<file path="src/rtl/seg7_scan_driver.sv">
// Eight-digit multiplexed seven-segment scanner with frame-aligned double buffering.
// Define SEG7_BLINK_EN to add the blink_mask port and per-digit blinking.
module seg7_scan_driver #(
  parameter int unsigned TICK_DIV     = 100000,
  parameter int unsigned GUARD        = 200,
  parameter int unsigned BLINK_FRAMES = 64
) (
  input  logic        clock,
  input  logic        reset,
  input  logic        load,
  input  logic [39:0] chars,
`ifdef SEG7_BLINK_EN
  input  logic [7:0]  blink_mask,
`endif
  output logic        ack,
  output logic        frame_start,
  output logic [7:0]  an,
  output logic [6:0]  digit
);

  localparam int unsigned CW = $clog2(TICK_DIV);
  localparam logic [CW-1:0] CNT_LAST = CW'(TICK_DIV - 1);
  localparam logic [CW-1:0] GUARD_C  = CW'(GUARD);

  if (TICK_DIV < 2 || GUARD >= TICK_DIV || BLINK_FRAMES < 1) begin : g_bad_params
    $error("seg7_scan_driver: illegal TICK_DIV/GUARD/BLINK_FRAMES");
  end

  typedef enum logic {
    SCAN_GUARD,
    SCAN_DRIVE
  } state_t;

  // With no guard interval every slot starts directly in the drive phase.
  localparam state_t SLOT_ENTRY = (GUARD == 0) ? SCAN_DRIVE : SCAN_GUARD;

  state_t          state_q;
  logic [CW-1:0]   cnt_q;
  logic [2:0]      slot_q;
  logic [7:0][4:0] active_q;
  logic [7:0][4:0] pending_q;
  logic            pend_valid_q;
  logic [7:0]      an_q;
  logic [6:0]      digit_q;
  logic            ack_q;
  logic            frame_start_q;

  logic            slot_end;
  logic            commit;
  logic [7:0]      an_d;
  logic [6:0]      digit_d;

`ifdef SEG7_BLINK_EN
  localparam int unsigned FW = (BLINK_FRAMES > 1) ? $clog2(BLINK_FRAMES) : 1;
  localparam logic [FW-1:0] FRAME_LAST = FW'(BLINK_FRAMES - 1);

  logic [7:0]    pend_mask_q;
  logic [7:0]    act_mask_q;
  logic [FW-1:0] fcnt_q;
  logic          blink_phase_q;
`endif

  function automatic logic [6:0] seg_glyph(input logic [4:0] code);
    case (code)
      5'h00:   seg_glyph = 7'h40;
      5'h01:   seg_glyph = 7'h79;
      5'h02:   seg_glyph = 7'h24;
      5'h03:   seg_glyph = 7'h30;
      5'h04:   seg_glyph = 7'h19;
      5'h05:   seg_glyph = 7'h12;
      5'h06:   seg_glyph = 7'h02;
      5'h07:   seg_glyph = 7'h78;
      5'h08:   seg_glyph = 7'h00;
      5'h09:   seg_glyph = 7'h10;
      5'h0A:   seg_glyph = 7'h08;
      5'h0B:   seg_glyph = 7'h03;
      5'h0C:   seg_glyph = 7'h46;
      5'h0D:   seg_glyph = 7'h21;
      5'h0E:   seg_glyph = 7'h06;
      5'h0F:   seg_glyph = 7'h0E;
      5'h11:   seg_glyph = 7'h3F;
      5'h12:   seg_glyph = 7'h03;
      5'h13:   seg_glyph = 7'h46;
      5'h14:   seg_glyph = 7'h63;
      5'h15:   seg_glyph = 7'h47;
      5'h16:   seg_glyph = 7'h12;
      5'h17:   seg_glyph = 7'h23;
      5'h18:   seg_glyph = 7'h0C;
      5'h19:   seg_glyph = 7'h2F;
      default: seg_glyph = 7'h7F;
    endcase
  endfunction

  assign slot_end = (cnt_q == CNT_LAST);
  assign commit   = slot_end && (slot_q == 3'd7);

  always_comb begin
    an_d    = (state_q == SCAN_GUARD) ? 8'hFF : ~(8'h01 << slot_q);
    digit_d = seg_glyph(active_q[slot_q]);
`ifdef SEG7_BLINK_EN
    if (blink_phase_q && act_mask_q[slot_q]) begin
      digit_d = 7'h7F;
    end
`endif
  end

  always_ff @(posedge clock or posedge reset) begin
    if (reset) begin
      state_q       <= SLOT_ENTRY;
      cnt_q         <= '0;
      slot_q        <= '0;
      active_q      <= {8{5'h10}};
      pending_q     <= {8{5'h10}};
      pend_valid_q  <= 1'b0;
      an_q          <= '1;
      digit_q       <= '1;
      ack_q         <= 1'b0;
      frame_start_q <= 1'b0;
`ifdef SEG7_BLINK_EN
      pend_mask_q   <= '0;
      act_mask_q    <= '0;
      fcnt_q        <= '0;
      blink_phase_q <= 1'b0;
`endif
    end else begin
      frame_start_q <= (slot_q == 3'd0) && (cnt_q == '0);
      ack_q         <= commit && pend_valid_q;
      an_q          <= an_d;
      if (cnt_q == '0) begin
        digit_q <= digit_d;
      end

      if (slot_end) begin
        cnt_q   <= '0;
        slot_q  <= slot_q + 3'd1;
        state_q <= SLOT_ENTRY;
      end else begin
        cnt_q <= cnt_q + CW'(1);
        if (state_q == SCAN_GUARD && (cnt_q + CW'(1)) == GUARD_C) begin
          state_q <= SCAN_DRIVE;
        end
      end

      // A load landing in the commit cycle stays pending for the next frame.
      if (commit && pend_valid_q) begin
        active_q <= pending_q;
`ifdef SEG7_BLINK_EN
        act_mask_q <= pend_mask_q;
`endif
      end
      if (load) begin
        pending_q    <= chars;
        pend_valid_q <= 1'b1;
`ifdef SEG7_BLINK_EN
        pend_mask_q  <= blink_mask;
`endif
      end else if (commit) begin
        pend_valid_q <= 1'b0;
      end

`ifdef SEG7_BLINK_EN
      // Phase is updated at frame end so it is already valid for slot 0 of the new frame.
      if (commit) begin
        if (fcnt_q == FRAME_LAST) begin
          fcnt_q        <= '0;
          blink_phase_q <= ~blink_phase_q;
        end else begin
          fcnt_q <= fcnt_q + FW'(1);
        end
      end
`endif
    end
  end

  assign an          = an_q;
  assign digit       = digit_q;
  assign ack         = ack_q;
  assign frame_start = frame_start_q;

endmodule

</file>
<file path="config.mk">
export PLATFORM = sky130hd
export DESIGN_NAME = seg7_scan_driver
export DESIGN_NICKNAME = d
export VERILOG_FILES = /design/src/rtl/seg7_scan_driver.sv
export SDC_FILE = /design/constraint.sdc
export NUM_CORES = 1
export LEC_CHECK = 0
export CAP_MARGIN = 20
export CORE_ASPECT_RATIO = 0.6
export CORE_UTILIZATION = 40
export DETAILED_ROUTE_END_ITERATION = 16
export PLACE_DENSITY = 0.66
export SYNTH_ARGS = -nofsm -noshare
export SYNTH_HDL_FRONTEND = slang
export SYNTH_SLANG_ARGS = --single-unit
</file>
<file path="constraint.sdc">
create_clock -name clock -period 4.18 [get_ports clock]
set_input_delay 0.627 -clock clock [delete_from_list [all_inputs] [get_ports clock]]
set_output_delay 0.627 -clock clock [all_outputs]
set_load 0.005 [all_outputs]
</file>
# ---- Word level (Yosys, flattened, before mapping)
# Memory sizes are Yosys's and may differ from the RTL's. A register that Yosys moved wholly into a read port is not among the register bits.
# Index checks and enable logic that the tools add are counted.
dict set report totals {
  reg_bits 112
  rom_bits 224
  mem_count 1
  input_bits 43
  output_inout_bits 17
  word_cells 49
}
# name depth word_bits rd rd_ports_with_merged_regs write_ports line
set memory_table {}
lappend memory_table {{(no name shown)} 32 7 1 1 0 64} ;# case (code)
dict set report op_classes {
  eq_ne 3
  n_bitwise 2
  shifts 1
  n_reduce_logical 8
  n_addsub 2
  muxes 8
  magnitude_cmp 1
}
# cell n
set op_table {}
lappend op_table {{17-bit by 1-bit adder with 17-bit output, second input constant} 1}
lappend op_table {{17-bit == test, second input constant} 1}
lappend op_table {{17-bit by 8-bit == test with 1-bit output, second input constant} 1}
lappend op_table {{17-bit logical NOT} 1}
lappend op_table {{17-bit two-way mux} 1}
lappend op_table {{5-bit binary-select mux with 3-bit select} 1}
lappend op_table {{8-bit two-way mux} 1}
lappend op_table {{8-bit inverter} 1}
lappend op_table {{1-bit by 3-bit << shifter with 8-bit output, first input constant} 1}
lappend op_table {{5-bit two-way mux} 1}
lappend op_table {{1-bit logical AND} 4}
lappend op_table {{3-bit by 4-bit < comparator with 1-bit output, second input constant} 1}
lappend op_table {{1-bit two-way mux} 4}
lappend op_table {{2-bit nonzero test} 2}
lappend op_table {{3-bit by 1-bit adder with 3-bit output, second input constant} 1}
lappend op_table {{3-bit == test, second input constant} 1}
lappend op_table {{3-bit logical NOT} 1}
lappend op_table {{1-bit inverter} 1}

# ---- Depth between registers and ports, before layout
# Gate-level depths: netlist (run 1).
dict set report depth {
  word_depth 5
  depth_mapped 9
  depth_no_buf 8
}

# ---- Least setup slack after synthesis (run 1)
# Ideal clock, no wire load.
dict set report synth_timing {
  path_kind {register to register}
  startpoint {reg slot_q[0]}
  endpoint {reg digit_q[5] (netlist: digit[5])}
  path_buffers 1
  arrival_ns 2.241
  path_stages_with_launch 10
  period_less_slack_ns 2.323
  t_required_ns 4.098
  path_slack_ns 1.857
  setup_time_ns 0.082
  cell_sequence {dfrtp_1 > buf_6 > mux4_1 > mux2_4 > ha_1 > inv_1 > o21bai_1 > a21oi_1 > a211oi_1 > mux2_2}
}
dict set report synth_between {
  elab_chain_len 2
}
# item line
set synth_lines {}
lappend synth_lines {{from (decl)} 39} ;# logic [2:0] slot_q;
lappend synth_lines {{from (signal assigned)} 135} ;# slot_q <= slot_q + 3'd1;
lappend synth_lines {{5-bit binary-select mux with 3-bit select} 99} ;# digit_d = seg_glyph(active_q[slot_q]);
lappend synth_lines {{5-bit two-way mux (not written as such)} 99}
lappend synth_lines {{to (decl)} 44} ;# logic [6:0] digit_q;
# No other way between the ends. The select of a mux whose other input is x is not followed.
# A chain may end at the register's enable or synchronous reset.

# ---- Worst setup path after layout (run 1)
# Same ends and word-level chain as after synthesis.

==> flow_summary.yaml, run 1 <==
route:
  first_iter_violations: 309
  num_vias: 4007
  first_pass_iters: 8
  remaining_drc_errors: 0
  detail_route.wl_per_cell_um: 15.88
  top_layer: "met4"
  vias_per_cell: 5.091
  ant_nets: 0
  routed-wl-met2_um: 5011
  routed_wl_um: 12500
  wl_met3_um: 643
  wl_met1_um: 6736
synth:
  synth_area_um2: 5751
  synth_cell_type_count: 60
  synth_edf_count: 0
  ys_async_sr_fraction: 1.000
  syn_inst: 530
  yosys_register_bits: 119
  syn_area_per_cell_um2: 10.85
  syn_nets: 589
  ys.flop_type: "dfrtp_1"
  synth-seq-area-share: 0.5246
  synth_warnings: 0
worst_setup_path:
  start_kind: "flip-flop"
  arrival_ps: 3220
  endpoint_kind: "flip-flop"
  cp.required_ps: 4540
  critPathKind: "reg2reg"
  critPathMaxFanout: 13
sta:
  setup_viol: 0
  setup_tns_ps: 0
  worst_pin_slew_ps: 980.5
  clock.fmax_mhz: 349.5
  hold_viol_final: 0
  grt_setup_unrepaired: "false"
  drv_slew: 0
  setup_ws_ps: 1319
  post-route-min-period_ps: 2861
  holdWs_ps: 454.2
  finalClockSkew_ps: 7.088
  fin_crit_sh: 0.6844
  relSlewSlack: 0.3463
finish:
  multi_input_area_um2: 2517
  fill_cells: 1228
  final_cell_area_um2: 7098
  n_antenna_cell: 0
  area_growth_pct: 23.43
  fin_nets: 641
  regArea_um2: 3017
  final_util: 0.5132
  drive_gt1_frac: 0.2303
  final_cells: 787
power:
  total_power_mw: 2.883
  p_leak_nw: 3.154
  power_density_nw_per_um2: 406.2
  ir_drop_mv: 0.2228
floorplan:
  coreArea_um2: 13830
  ios: 60
  dieArea_um2: 14880
  row_count: 33
  start_util: 0.4157
  die_w_um: 156.8
  die_y_um: 94.88
place:
  dp_cells: 755
  gp_congestion: 0.8675
  place_area_um2: 6466
  hpwlAfterDp_um: 8596
  port_buffers: 59
  dp_slack_ps: 1313
global_route:
  gr-usage-all-layers: 0.1867
  grt_pass1_vias: 3885
  grt_start_max_net_pins: 82
  antenna_found_initial: 0
  grt.overflow.total: 0
  grt_pass1_wl_um: 20730
cts:
  cts_resized: 0
  clkLatencyLatePin_ps: 420
  numCtsBuffers: 17
  cts_tree: "done"
  cts_buffer_depth: 2
  htree_num_levels: 4
  cts_setup_buffers: 0
  clock-root-buffer: "clkbuf_16"
  cts.sinks: 119
  clk_pin_slew_worst_paths_ps: 60
  hold_buffers: 0
flow_run:
  cap_viol_max_count: 0
run_status:
  outcome: "finished clean"
min_path:
  hold_path_class: "reg2reg"
[sequential cells by signal, indices dropped and copies added (netlist names)]
register / cells
active_q: 40
frame_start: 1
cnt_q: 17
digit: 7
pend_valid_q: 1
an: 8
ack: 1
pending_q: 40
slot_q: 3
state_q: 1
[layer usage]
metal / track usage / vias up
met5: 0 / -
met4: 0.05392 / 0
met3: 0.05599 / 10
met2: 0.2556 / 92
met1: 0.2797 / 1995
li1: - / 1910
[cells by family (layout without fill, tap and decap cells)]
family / Yosys count / count (layout) / share of synthesized area
compound gates: 43 / 43 / 0.05048
xor+xnor: 18 / 18 / 0.02741
fa+ha+maj: 16 / 16 / 0.03481
buf+inv: 44 / 109 / 0.03764
flops: 119 / 119 / 0.5246
mux: 60 / 60 / 0.1456
simple gates: 230 / 230 / 0.1795
[cells in the final DEF (no fill, tap or decap), drive strengths merged, types with 3 or more instances in the layout]
cell / instances
a21oi: 9
and3: 4
buf: 6
bufinv: 3
clkbuf: 20
clkdlybuf4s50: 58
clkinv: 4
clkinvlp: 3
dfrtp: 88
dfstp: 31
ha: 16
inv: 15
mux2: 44
mux2i: 6
mux4: 10
nand2: 146
nand3: 13
nand4: 7
nor2: 32
nor3: 7
nor4: 6
o21ai: 11
or3: 3
xnor2: 10
xor2: 8
[worst max-delay path: stages, from the launching register on]
cell and delay [ps]:
dfrtp_1 780, mux4_2 620, mux2i_4 320, ha_1 280
inv_1 110, o21bai_1 140, a21oi_1 80, a211oi_1 270
mux2_2 200
[cell type report]
type                    instances  share of cell area
repair buffers                 64             0.08955
inverters                      13            0.007932
clock inverters                12             0.02327
well taps                     192             0.03384
multi-input cells             367              0.3547
clock buffers                  20             0.06575
flip-flops and latches        119              0.4250
[where the power goes]
part           switching (mW)  internal, mW  total [mW]  leakage (nW)
logic                  0.0448        0.0705       0.115          1.39
clock network           0.555         0.993        1.55         0.300
registers              0.0216          1.20        1.22          1.46
total                   0.621          2.26        2.88          3.15
[cells in the mapped netlist, drive strengths merged, types with 2 or more instances]
cell	n	area [µm²]
o21ai	11	55.05
nand2	146	553.0
and3	4	25.02
o21bai	2	15.01
nor3	7	35.03
clkbuf	12	45.04
a21o	2	15.01
o2111ai	2	17.52
or3	3	18.77
o211ai	2	15.01
nand2b	2	12.51
nand4	7	43.79
dfstp	31	814.5
xor2	8	70.07
nor2	32	122.6
a31oi	2	12.51
mux4	10	236.5
nor4	6	73.82
xnor2	10	87.58
mux2	44	503.0
o22ai	2	12.51
nor3b	2	15.01
a21oi	9	48.80
a211oi	2	20.02
mux2i	6	97.59
ha	16	200.2
inv	12	45.05
buf	19	117.6
nor2b	2	12.51
and4	2	17.52
dfrtp	88	2202
nand3	13	70.07
[path summary, 6_finish.rpt]
path / start / endpoint / slack (ps) / depth (start not counted)
setup / recovery: slot_q[0] / digit[5] / 1320 / 8
hold reg to reg: active_q[4] / active_q[4] / 450 / 2
min in group asynchronous: reset / cnt_q[15] / 620 / 2
setup reg to reg: slot_q[0] / digit[5] / 1320 / 8
hold / removal: active_q[4] / active_q[4] / 450 / 2
max in group asynchronous: reset / active_q[24] / 2730 / 3
Note: power is estimated with default switching activity, not from simulation.
==> run 2, diff against run 1 <==
--- a/config.mk
+++ b/config.mk
@@ -9,7 +9,7 @@
 export CORE_ASPECT_RATIO = 0.6
 export CORE_UTILIZATION = 40
 export DETAILED_ROUTE_END_ITERATION = 16
-export PLACE_DENSITY = 0.66
+export PLACE_DENSITY = 0.68
 export SYNTH_ARGS = -nofsm -noshare
 export SYNTH_HDL_FRONTEND = slang
 export SYNTH_SLANG_ARGS = --single-unit
==> constraint.sdc (replaced) <==
create_clock -name clock -period 2.57 [get_ports clock]
set_input_delay 0.3855 -clock clock [delete_from_list [all_inputs] [get_ports clock]]
set_output_delay 0.3855 -clock clock [all_outputs]
set_load 0.005 [all_outputs]
==> run 2 against run 1 <==
Net effect: count of clock-buffer cells in the layout decreased by 1; first-iteration DRC count increased by 6.1%; maximum frequency increased by 19%; cell count increased by 1.3%; power increased by 63%; die area unchanged; largest power group unchanged; highest routed layer unchanged.
==> flow_summary.yaml, run 2 (same netlist as run 1, synthesis figures left out) <==
run_status:
  outcome: "finished clean"
floorplan:
  start_util: 0.4157
  die_y_um: 94.88
  ios: 60
  row_count: 33
  coreArea_um2: 13830
  die_w_um: 156.8
  dieArea_um2: 14880
finish:
  top_regs: "active_q x40, pending_q x40, cnt_q x17"
  fin_nets: 651
  area_growth_pct: 25.39
  n_antenna_cell: 0
  drive_gt1_frac: 0.2413
  mostFrequentLayoutCells: "nand2_1, dfrtp_1, clkdlybuf4s50_1"
  layout_commonest_cell: "nand2_1"
  final_cells: 797
worst_setup_path:
  slowest_stage: "mux4_1"
  cp_top_family: "multiplexers"
  start_kind: "flip-flop"
  cp.required_ps: 2900
  r2r_setup_slack_ps: 170
  critPathMaxFanout: 6
  endpoint_kind: "flip-flop"
  crit_buf_inv: 1
  r2r_cells: 8
  reg2reg_from: "slot_q[0]"
  cp_cell_sequence: "mux4_1 -> mux2_4 -> ha_1 -> inv_1 -> o21bai_1 -> a21oi_1 -> a211oi_1 -> mux2_2"
  regToRegEndpoint: "digit[5]"
  arrival_ps: 2730
  critPathKind: "reg2reg"
  cp_slowest_stage_delay_ps: 590
route:
  first_iter_violations: 328
  first_pass_iters: 4
  routed_wl_um: 12400
  vias_per_cell: 5.040
  remaining_drc_errors: 0
  num_vias: 4017
  ant_nets: 0
  detail_route.wl_per_cell_um: 15.56
cts:
  cts_buffer_depth: 2
  clock-root-buffer: "clkbuf_16"
  clk_pin_slew_worst_paths_ps: 60
  htree_num_levels: 4
  cts_setup_buffers: 0
  hold_buffers: 0
  cts_tree: "done"
  cts.sinks: 119
  clkLatencyLatePin_ps: 410
  numCtsBuffers: 17
sta:
  drv_slew: 0
  grt_setup_unrepaired: "false"
  worst_pin_slew_ps: 538.3
  finalClockSkew_ps: 8.651
  clock.fmax_mhz: 416.6
  post-route-min-period_ps: 2401
  relSlewSlack: 0.6411
  fin_crit_sh: 0.9341
  hold_viol_final: 0
  setup_tns_ps: 0
  setup_viol: 0
power:
  internal_power_mw: 3.701
  power_density_nw_per_um2: 650.6
  ir_drop_mv: 0.4777
  clockPowerShare: 0.537
  pwr-share-seq: 0.423
  switching_share: 0.2112
  p_sw_mw: 0.9907
  p_leak_nw: 3.206
  p_comb_frac: 0.040
global_route:
  antenna_found_initial: 0
  grt.overflow.total: 0
  grt_start_max_net_pins: 81
  grt_pass1_wl_um: 21150
  gr-usage-all-layers: 0.1892
  grt_pass1_vias: 4035
min_path:
  hold_path_class: "in2async"
place:
  hpwlAfterDp_um: 8727
  port_buffers: 59
  gp_congestion: 0.8584
  dp_cells: 765
flow_run:
  cap_viol_max_count: 0
[run 2: cell count changes in the layout (fill, tap and decap cells not counted), sizes merged]
cell and change:
inv -2, buf +10, clkinv +2, bufinv +1, clkbuf -1
[run 2: repair_timing]
item / 4_1_cts / 5_1_grt
endpoints found under the setup margin: 0 / 2
endpoints found under the hold margin: 0 / 0
resized for setup: 0 / 1
[run 2: power by group through the flow]
| stage | sequential (mW) | combinational, mW | clock, mW |
|---|---|---|---|
| final | 1.98 | 0.189 | 2.52 |
| after global routing | 1.99 | 0.210 | 2.66 |
| after detailed placement | 2.02 | 0.193 | 0 |
| after floorplan | 2.00 | 0.105 | 0 |
| after global placement | 2.01 | 0.187 | 0 |
| after CTS | 1.98 | 0.194 | 2.57 |
[run 2: area by class of cell]
| type | instances | area (µm²) |
|---|---|---|
| Sequential cell | 119 | 3018 |
| Fill cell | 1167 | 6621 |
| Clock buffer | 19 | 432.9 |
| Tap cell | 192 | 240.2 |
| Timing Repair Buffer | 74 | 748.2 |
| Inverter | 13 | 57.56 |
| Multi-Input combinational cell | 367 | 2517 |
| Clock inverter | 13 | 196.4 |
[run 2: worst max path at each step]
stage / from / end / slack, ps / cells after the start
2_1_floorplan: slot_q[0] / digit[5] / 250 / 9
3_3_place_gp: slot_q[0] / digit[5] / 210 / 8
3_5_place_dp: slot_q[0] / digit[5] / 120 / 8
4_1_cts: slot_q[0] / digit[5] / 90 / 8
5_1_grt: slot_q[0] / digit[0] / 40 / 8
6_report: slot_q[0] / digit[5] / 170 / 8
[run 2: layer usage]
| metal | vias up | GRT usage | wire [µm] |
|---|---|---|---|
| li1 | 1924 | - | - |
| met4 | 0 | 0.05310 | 105 |
| met2 | 110 | 0.2541 | 5127 |
| met1 | 1972 | 0.2936 | 6576 |
| met5 | - | 0 | 0 |
| met3 | 11 | 0.04865 | 589 |
[run 2: tightest hold or removal path: stages]
cell             delay, ps
clkdlybuf4s50_1        440
clkinvlp_4             100
buf_12                 310
[run 2: per-stage QoR]
stage	total power, mW	setup WS (ps)	utilization	instance area (µm²)	hold WS [ps]
2_1_floorplan	2.107	247.0	-	5754	430.3
3_3_place_gp	2.199	210.7	0.4757	6580	448.0
3_5_place_dp	2.209	117.4	0.4757	6580	448.7
4_1_cts	4.748	92.96	0.5212	7209	448.4
5_1_grt	4.862	41.37	0.5213	7211	484.3
6_report	4.692	169.3	0.5213	7211	413.3
==> RTL change, RTL diff (config.mk and constraints of run 2) <==
The parameter `TICK_DIV` goes from 100000 to 200000.
--- a/src/rtl/seg7_scan_driver.sv
+++ b/src/rtl/seg7_scan_driver.sv
@@ -1,7 +1,7 @@
 // Eight-digit multiplexed seven-segment scanner with frame-aligned double buffering.
 // Define SEG7_BLINK_EN to add the blink_mask port and per-digit blinking.
 module seg7_scan_driver #(
-  parameter int unsigned TICK_DIV     = 100000,
+  parameter int unsigned TICK_DIV     = 200000,
   parameter int unsigned GUARD        = 200,
   parameter int unsigned BLINK_FRAMES = 64
 ) (
Behaviour: no difference found for any inputs over 10 cycles, from zero or initial values and one cycle with reset high; that may be too few to reach the edited logic, so the function may still have changed.
==> RTL change against run 2 <==
Power about the same. Via count down 5.1%. Wire length up 0.10%. Synthesized area up 0.20%. Cell area up 1.3%. Sequential cell count up 1. Non-clock buffer count up 8. Worst setup slack worse by 120 ps. Largest cell class unchanged. Largest power group unchanged. Highest routed layer unchanged.
==> RTL change: results (changes against run 2) <==
GP_CONGESTION=0.9133  # +6.4%
CLOCK_POWER_mW=2.51  # about the same
CRIT_PATH_END='digit[6]'
GR-USAGE-MET3_PCT=5.645  # +0.78 points
SLOWEST_STAGE_CELL_CP='or4b_4'
SYNTHTOPCELLSBYCOUNT='89 x dfrtp_1, 81 x mux2_2, 31 x dfstp_2'
CRIT-REG2REG-CAPTURE='digit[6]'
DR.FIRST_ITER.DRC_COUNT=338  # +3.0%
WORST_EP_ARRIVAL_TIME_PS=2860  # +130 ps
SYNTH_FA_HA_AREA_SHARE_PCT=3.474  # -0.0068 points
CP-STARTPOINT='cnt_q[10]'
TIMING.MAX_SLEW.REL_SLACK_PCT=37.58  # -27 points
GRT_FIRST_PASS_WIRELENGTH_MM=20.73  # -2.0%
LAYOUT.NETS=582  # -11%
POWER.IR.VDD_WORST_mV=0.3765  # -21%
RATIO_OF_CELLS_WITH_DRIVE_ABOVE_1_IN_THE_FINAL_LAYOUT_PCT=36.38  # +12 points
WORST_PATH_MAX_FANOUT=8  # +2
PARITY_GATE_SHARE_OF_THE_SYNTHESIZED_AREA_COUNTING_XOR_AND_XNOR_CELLS_PCT=2.888  # +0.15 points
SHARE_OF_TOTAL_POWER_IN_SEQUENTIAL_CELLS_PCT=42.6  # +0.3 points
REG.LARGEST.LIST='active_q x40, pending_q x40, cnt_q x18'
WORST_CLOCK_SKEW_PS=11.09  # +2.436 ps
GRT_START_MAX_NET_PINS=121  # +49%
SYNTH.LIB_CELLS_USED.DISTINCT=55  # -8.3%
GRT_USE_MET2_PCT=24.41  # -1.0 points
VIAS=3814  # -5.1%
RUN_STATUS='finished, final reports clean'
[RTL change: changes by cell type after synthesis, sizes merged, moves of 5 or more]
| cell | delta |
|---|---|
| a21oi | -5 |
| buf | -5 |
| mux2 | +41 |
| mux2i | +8 |
| nand2 | -125 |
| nor2 | -8 |
| nor3 | +6 |
[RTL change: cell type report]
| cell class | instances | area [um2] | share of cell area [%] |
|---|---|---|---|
| Sequential cell | 120 | 3042 | 41.64 |
| Multi-Input combinational cell | 289 | 2556 | 34.99 |
| Timing Repair Buffer | 82 | 795.8 | 10.89 |
| Clock buffer | 17 | 425.4 | 5.824 |
| Tap cell | 192 | 240.2 | 3.289 |
| Clock inverter | 15 | 192.7 | 2.638 |
| Inverter | 13 | 52.55 | 0.7194 |
[RTL change: per-stage QoR]
stage	instance area, um2	std cells	worst slack (ps)
3_3_place_gp	6669	696	164.7
5_1_grt	7305	728	8.429
3_5_place_dp	6669	696	75.56
4_1_cts	7287	728	51.49
2_1_floorplan	5778	452	30.36
6_report	7305	728	46.54
